[src/rtl/kpu_pkg.sv]
// rtl/kpu_pkg.sv - microword/opcode field map, sequencer state and control-strobe types for the KPU
package kpu_pkg;

    // Microword field positions
    localparam int MW_MLU_OP_LSB     = 0;
    localparam int MW_MLU_N_OE       = 3;
    localparam int MW_SHIFTER_OP_LSB = 4;
    localparam int MW_SHIFTER_N_OE   = 6;
    localparam int MW_REG_N_OE       = 7;
    localparam int MW_REG_N_WE       = 8;
    localparam int MW_REG_SRC_LSB    = 9;
    localparam int MW_LITERAL_LSB    = 11;
    localparam int MW_TMP0_WE        = 16;
    localparam int MW_TMP1_WE        = 17;
    localparam int MW_WAIT_MEM       = 18;
    localparam int MW_END            = 19;

    // Opcode word field positions
    localparam int OPW_OP_LSB     = 0;
    localparam int OPW_OP_W       = 6;
    localparam int OPW_REG0_LSB   = 6;
    localparam int OPW_REG1_LSB   = 11;
    localparam int OPW_REG_W      = 5;
    localparam int OPW_OFFSET_LSB = 16;
    localparam int OPW_OFFSET_W   = 16;

    typedef enum logic [1:0] {
        REG_SRC_REG0 = 2'd0,
        REG_SRC_REG1 = 2'd1,
        REG_SRC_LIT  = 2'd2,
        REG_SRC_RSVD = 2'd3
    } reg_src_e;

    typedef enum logic [1:0] {
        ST_IDLE  = 2'd0,
        ST_FETCH = 2'd1,
        ST_EXEC  = 2'd2,
        ST_ERR   = 2'd3
    } seq_state_e;

    typedef struct packed {
        logic [2:0] mlu_op;
        logic       mlu_n_oe;
        logic [1:0] shifter_op;
        logic       shifter_n_oe;
        logic [4:0] reg_sel;
        logic       reg_n_oe;
        logic       reg_n_we;
        logic       tmp0_we;
        logic       tmp1_we;
    } ctrl_t;

    localparam ctrl_t CTRL_INACTIVE = '{
        mlu_op:       3'd0,
        mlu_n_oe:     1'b1,
        shifter_op:   2'd0,
        shifter_n_oe: 1'b1,
        reg_sel:      5'd0,
        reg_n_oe:     1'b1,
        reg_n_we:     1'b1,
        tmp0_we:      1'b0,
        tmp1_we:      1'b0
    };

endpackage

[src/rtl/microword_decode.sv]
// rtl/microword_decode.sv - combinational microword decode into datapath strobes plus bus-conflict/reserved-source fault
module microword_decode
    import kpu_pkg::*;
#(
    parameter int UWORD_W = 32
) (
    input  logic [UWORD_W-1:0] ucode_data,
    input  logic [4:0]         reg0,
    input  logic [4:0]         reg1,
    output ctrl_t              ctrl,
    output logic               wait_mem,
    output logic               end_op,
    output logic               fault
);

    reg_src_e   reg_src;
    logic [1:0] bus_drivers;
    logic       unused_rsvd;

    assign reg_src = reg_src_e'(ucode_data[MW_REG_SRC_LSB +: 2]);

    always_comb begin
        ctrl              = CTRL_INACTIVE;
        ctrl.mlu_op       = ucode_data[MW_MLU_OP_LSB +: 3];
        ctrl.mlu_n_oe     = ucode_data[MW_MLU_N_OE];
        ctrl.shifter_op   = ucode_data[MW_SHIFTER_OP_LSB +: 2];
        ctrl.shifter_n_oe = ucode_data[MW_SHIFTER_N_OE];
        ctrl.reg_n_oe     = ucode_data[MW_REG_N_OE];
        ctrl.reg_n_we     = ucode_data[MW_REG_N_WE];
        ctrl.tmp0_we      = ucode_data[MW_TMP0_WE];
        ctrl.tmp1_we      = ucode_data[MW_TMP1_WE];
        case (reg_src)
            REG_SRC_REG0: ctrl.reg_sel = reg0;
            REG_SRC_REG1: ctrl.reg_sel = reg1;
            REG_SRC_LIT:  ctrl.reg_sel = ucode_data[MW_LITERAL_LSB +: 5];
            default:      ctrl.reg_sel = 5'd0;
        endcase
    end

    // Count of sources trying to drive the shared bus (active-low enables)
    assign bus_drivers = {1'b0, ~ucode_data[MW_MLU_N_OE]}
                       + {1'b0, ~ucode_data[MW_SHIFTER_N_OE]}
                       + {1'b0, ~ucode_data[MW_REG_N_OE]};

    assign fault    = (bus_drivers > 2'd1) || (reg_src == REG_SRC_RSVD);
    assign wait_mem = ucode_data[MW_WAIT_MEM];
    assign end_op   = ucode_data[MW_END];

    assign unused_rsvd = ^ucode_data[UWORD_W-1:MW_END+1];

endmodule

[src/rtl/microcode_seq.sv]
// rtl/microcode_seq.sv - KPU microcode sequencer top; MICROCODE_SEQ_SINGLE_STEP_EN adds a STEP gate on EXEC
module microcode_seq
    import kpu_pkg::*;
#(
    parameter int UADDR_W = 12,
    parameter int UWORD_W = 32,
    parameter int SLOT_W  = 6
) (
    input  logic               CLK,
    input  logic               RST,
    input  logic [31:0]        OP_WORD,
    input  logic               OP_VALID,
    output logic               OP_READY,
    output logic [UADDR_W-1:0] UCODE_ADDR,
    input  logic [UWORD_W-1:0] UCODE_DATA,
    input  logic               MEM_READY,
`ifdef MICROCODE_SEQ_SINGLE_STEP_EN
    input  logic               STEP,
`endif
    output logic [2:0]         MLU_OP,
    output logic               MLU_N_OE,
    output logic [1:0]         SHIFTER_OP,
    output logic               SHIFTER_N_OE,
    output logic [4:0]         REG_SEL,
    output logic               REG_N_OE,
    output logic               REG_N_WE,
    output logic               TMP0_WE,
    output logic               TMP1_WE,
    output logic               BUSY,
    output logic               ERR
);

    seq_state_e         state_q, state_d;
    logic [UADDR_W-1:0] addr_q, addr_d;
    logic [4:0]         reg0_q, reg1_q;
    ctrl_t              dec_ctrl, ctrl;
    logic               dec_wait_mem, dec_end, dec_fault;
    logic               op_accept, advance, mem_stall, hold, slot_last;
    logic               unused_offset;

    microword_decode #(
        .UWORD_W (UWORD_W)
    ) u_decode (
        .ucode_data (UCODE_DATA),
        .reg0       (reg0_q),
        .reg1       (reg1_q),
        .ctrl       (dec_ctrl),
        .wait_mem   (dec_wait_mem),
        .end_op     (dec_end),
        .fault      (dec_fault)
    );

`ifdef MICROCODE_SEQ_SINGLE_STEP_EN
    assign advance = STEP;
`else
    assign advance = 1'b1;
`endif

    assign op_accept = (state_q == ST_IDLE) && OP_VALID;
    assign mem_stall = dec_wait_mem && !MEM_READY;
    assign hold      = (state_q == ST_EXEC) && (!advance || mem_stall);
    assign slot_last = &addr_q[SLOT_W-1:0];

    always_ff @(posedge CLK) begin
        if (RST) begin
            state_q <= ST_IDLE;
            addr_q  <= '0;
            reg0_q  <= '0;
            reg1_q  <= '0;
        end else begin
            state_q <= state_d;
            addr_q  <= addr_d;
            if (op_accept) begin
                reg0_q <= OP_WORD[OPW_REG0_LSB +: OPW_REG_W];
                reg1_q <= OP_WORD[OPW_REG1_LSB +: OPW_REG_W];
            end
        end
    end

    always_comb begin
        state_d = state_q;
        addr_d  = addr_q;
        case (state_q)
            ST_IDLE: begin
                if (OP_VALID) begin
                    state_d = ST_FETCH;
                    addr_d  = {OP_WORD[OPW_OP_LSB +: OPW_OP_W], {SLOT_W{1'b0}}};
                end
            end
            ST_FETCH: state_d = ST_EXEC;
            ST_EXEC: begin
                // Fault beats stall so a conflicting word can never sit on the bus
                if (advance) begin
                    if (dec_fault)      state_d = ST_ERR;
                    else if (mem_stall) state_d = ST_EXEC;
                    else if (dec_end)   state_d = ST_IDLE;
                    else if (slot_last) state_d = ST_ERR;
                    else                addr_d  = addr_q + UADDR_W'(1);
                end
            end
            ST_ERR:  state_d = ST_ERR;
            default: state_d = ST_ERR;
        endcase
    end

    always_comb begin
        ctrl = CTRL_INACTIVE;
        if ((state_q == ST_EXEC) && !dec_fault) begin
            ctrl = dec_ctrl;
            // A held word repeats its bus drive, but writes land only on the release cycle
            if (hold) begin
                ctrl.reg_n_we = 1'b1;
                ctrl.tmp0_we  = 1'b0;
                ctrl.tmp1_we  = 1'b0;
            end
        end
    end

    assign OP_READY     = (state_q == ST_IDLE);
    assign BUSY         = (state_q != ST_IDLE);
    assign ERR          = (state_q == ST_ERR);
    assign UCODE_ADDR   = addr_q;
    assign MLU_OP       = ctrl.mlu_op;
    assign MLU_N_OE     = ctrl.mlu_n_oe;
    assign SHIFTER_OP   = ctrl.shifter_op;
    assign SHIFTER_N_OE = ctrl.shifter_n_oe;
    assign REG_SEL      = ctrl.reg_sel;
    assign REG_N_OE     = ctrl.reg_n_oe;
    assign REG_N_WE     = ctrl.reg_n_we;
    assign TMP0_WE      = ctrl.tmp0_we;
    assign TMP1_WE      = ctrl.tmp1_we;

    assign unused_offset = ^OP_WORD[OPW_OFFSET_LSB +: OPW_OFFSET_W];

endmodule

[config.mk]
export PLATFORM = sky130hd
export DESIGN_NAME = microcode_seq
export DESIGN_NICKNAME = d
export VERILOG_FILES = /design/src/rtl/kpu_pkg.sv /design/src/rtl/microword_decode.sv /design/src/rtl/microcode_seq.sv
export SDC_FILE = /design/constraint.sdc
export NUM_CORES = 1
export LEC_CHECK = 0
export BUFFER_PORTS_ARGS = -buffer_cell sky130_fd_sc_hd__buf_2
export CAP_MARGIN = 30
export CORE_ASPECT_RATIO = 0.75
export CORE_MARGIN = 8
export CORE_UTILIZATION = 40
export CTS_CLUSTER_DIAMETER = 150
export CTS_CLUSTER_SIZE = 10
export DETAILED_ROUTE_END_ITERATION = 8
export PLACE_DENSITY = 0.8
export SLEW_MARGIN = 30
export SYNTH_ARGS = -nofsm -noshare
export SYNTH_HDL_FRONTEND = slang
export SYNTH_SLANG_ARGS = --single-unit
[constraint.sdc]
create_clock -name CLK -period 2.7 [get_ports CLK]
set_clock_uncertainty 0.15 [all_clocks]
set_input_delay 0.27 -clock CLK [delete_from_list [all_inputs] [get_ports CLK]]
set_output_delay 0.27 -clock CLK [all_outputs]
set_load 0.005 [all_outputs]
==> impl_metrics.py <==
metrics = {
    "worst_setup_path": {
        "cp_top_family": "compound AO/OA/AOI/OAI gates",
        "endpoint_kind": "register",
        "critical_path_arrival_ps": 2210,
        "slowest_delay_ps": 400,
        "worstPathRequired_ps": 2690,
        "start_kind": "register",
        "slowest_stage": "or3_1",
        "crit_type": "reg -> reg",
        "r2r-start": "UCODE_ADDR[0]",
        "crit_chain": "ha_1 -> nand2_1 -> or3_1 -> a31oi_2 -> buf_4 -> a2bb2oi_1 -> nor2_1",
        "critPathLaunch": "UCODE_ADDR[0]",
        "cp_max_fo": 6,
        "path_buf_inv": 1,
    },
    "timing": {
        "layout_min_cycle_time_ps": 2220,
        "max_slew.worst_pin.slew_ps": 472,
        "fin_crit_sh_pct": 82.4,
        "fin_tns_setup_ps": 0,
        "slew_headroom_pct": 68.5,
        "rsz0062_at_grt": "no",
        "finalSetupViolCount": 0,
        "hold_slack_ps": 88.0,
        "report.final.slew_viol_count": 0,
        "hold_viol_final": 0,
        "max_freq_mhz": 450,
    },
    "yosys": {
        "synth_top_family_by_area": "simple AND/OR/NAND/NOR gates",
        "syn_nets": 248,
        "async_flop_share_pct": 0,
        "synth_xor_area_share_pct": 1.32,
        "synth.distinct_cells": 36,
        "synth.area.mux_share_pct": 4.52,
        "synth_ff_type": "dfxtp_1",
        "netlist_area_sq_um": 1330,
        "synthCells": 178,
        "yosys_warnings": 0,
        "syn_avg_cell_area_sq_um": 7.47,
        "synth-compound-area-share_pct": 20.1,
        "synth_simple_gate_area_share_pct": 31.0,
        "ys_seq_elements": 24,
        "seq_area_frac_synth_pct": 36.1,
        "synth_edf_count": 0,
        "synth_adder_area_share_pct": 1.88,
    },
    "grt": {
        "gr-usage-all-layers_pct": 12.9,
        "grt-ovfl-total": 0,
        "grt_start_max_net_pins": 20,
        "grt_pass1_vias": 1301,
        "antenna_found_initial": 0,
        "grt_pass1_wl_um": 5800,
    },
    "finish": {
        "fin_nets": 319,
        "drive_above_1_share_pct": 33.1,
        "diodes": 0,
        "area_delta_synth_final_pct": 33.8,
        "multi_input_area_sq_um": 783,
        "utilization_pct": 54.9,
        "regArea_sq_um": 480,
        "fill_cells": 330,
    },
    "route": {
        "vias_per_cell": 5.09,
        "drt_first_pass_iters": 4,
        "drt_iter0_markers": 32,
        "dr_total_vias": 1467,
        "drc": 0,
        "antenna_left": 0,
        "totalWireLength_um": 3850,
        "routedWlPerCell_um": 13.4,
    },
    "cts": {
        "clockBufferDepth": 2,
        "cts_tree": "done",
        "clk_latency_ps": 260,
        "cts_root_buf": "clkbuf_8",
        "cts_resized": 0,
        "cts_post_setup_buffers_inserted": 0,
        "path_clk_slew_ps": 80,
        "htree_levels": 1,
        "numClockSinks": 24,
        "cts_inserted_buffers": 3,
        "cts_hold_buffers": 0,
    },
    "pwr": {
        "pwr_density_cell_nw_per_um2": 458,
        "p_leak_nw": 0.823,
        "vdd.ir_drop.worst_v": 0.000268,
    },
    "min_path": {
        "hold_path.startpoint": "OP_WORD[12]",
        "min_path_type": "in -> reg",
    },
    "placement": {
        "hpwl_um": 3110,
        "gp_congestion": 0.786,
        "io_buffers": 70,
    },
    "die": {
        "die_area_sq_um": 5450,
        "start_util_pct": 41.0,
        "die_h_um": 65.9,
        "core_sq_um": 3240,
        "io_pins": 99,
        "rows": 18,
        "die_w_um": 82.6,
    },
    "run": {
        "cap_violations": 0,
    },
    "status": {
        "outcome": "completed",
    },
}
-- worst paths after layout --
path	slack, ps	depth (start not counted)	endpoint
worst max-delay path	480	7	UCODE_ADDR[10]
worst min-delay path	90	3	reg1_q[1]
worst max register to register	480	7	UCODE_ADDR[10]
worst min register to register	310	2	reg1_q[3]
-- cells in the final DEF, fill, tap and decap left out, types with 2 or more instances in the layout --
cell,n
a21oi_1,27
and2_1,7
and3_1,3
buf_2,70
buf_4,5
clkbuf_8,4
dfxtp_1,24
ha_1,2
inv_1,6
mux2i_1,6
nand2_1,32
nand2b_1,4
nand3_1,3
nand4_1,2
nor2_1,19
nor2b_1,4
nor3_1,3
nor4_1,2
o21ai_0,5
or3_1,5
-- cell usage after synthesis (2+ instances only) --
library cell  count  area share, %
nor4_1            2           0.94
nand2b_1          4            1.9
buf_1             2           0.56
nand3_1           3            1.1
and2_1            7            3.3
nand2_1          32            9.0
nand4_1           2           0.94
ha_1              2            1.9
buf_2             2           0.75
nor3_1            3            1.1
clkbuf_1          4            1.1
nor2b_1           4            1.9
and3_1            3            1.4
inv_1             6            1.7
dfxtp_1          24             36
or3_1             5            2.4
o21ai_0           5            1.9
a21oi_1          27             10
nor2_1           19            5.4
mux2i_1           6            4.5
-- cell families after synthesis --
logic type,count (synthesis)
and+or+nand+nor,87
AOI/OAI and AO/OA,42
buffers and inverters,15
xor gates and xnor gates,2
muxes,6
adders and majority gates,2
DFF,24
-- sequential cells by signal, summed over array words and instances (netlist names) --
register / flops
reg1_q: 5
state_q: 2
UCODE_ADDR: 12
reg0_q: 5
-- metal layers --
layer / vias up / global-route usage, % / routed length (um)
met5: - / 0 / 0
li1: 751 / - / -
met3: 0 / 4.62 / 638
met4: 0 / 1.29 / 0
met1: 645 / 16.9 / 1650
met2: 71 / 20.4 / 1550
-- area by class of cell --
cell class                 count  share of cell area (%)
sequential                    24                    27.0
timing repair buffer          75                    21.8
multi-input combinational    139                    44.0
clock buffer                   4                    3.09
inverter                       6                    1.27
tap                           40                    2.81
-- stage by stage --
stage / cells / cell area [sq um] / total power [W] / worst slack, ps
after floorplan: 178 / 1330 / 0.000510 / 586
after global placement: 284 / 1720 / 0.000582 / 398
after detailed placement: 284 / 1720 / 0.000586 / 370
after CTS: 288 / 1780 / 0.000829 / 471
after global routing: 288 / 1780 / 0.000865 / 327
final: 288 / 1780 / 0.000815 / 476
-- power by group --
| part | internal [W] | switching (W) |
|---|---|---|
| combinational | 0.0000848 | 0.0000971 |
| clock | 0.000130 | 0.000107 |
| sequential | 0.000377 | 0.0000189 |
-- worst min-delay path: stages --
cell     delay [ps]
buf_2            90
nand2_1          40
a21oi_1          50
Power figures use the tool's default switching activity.
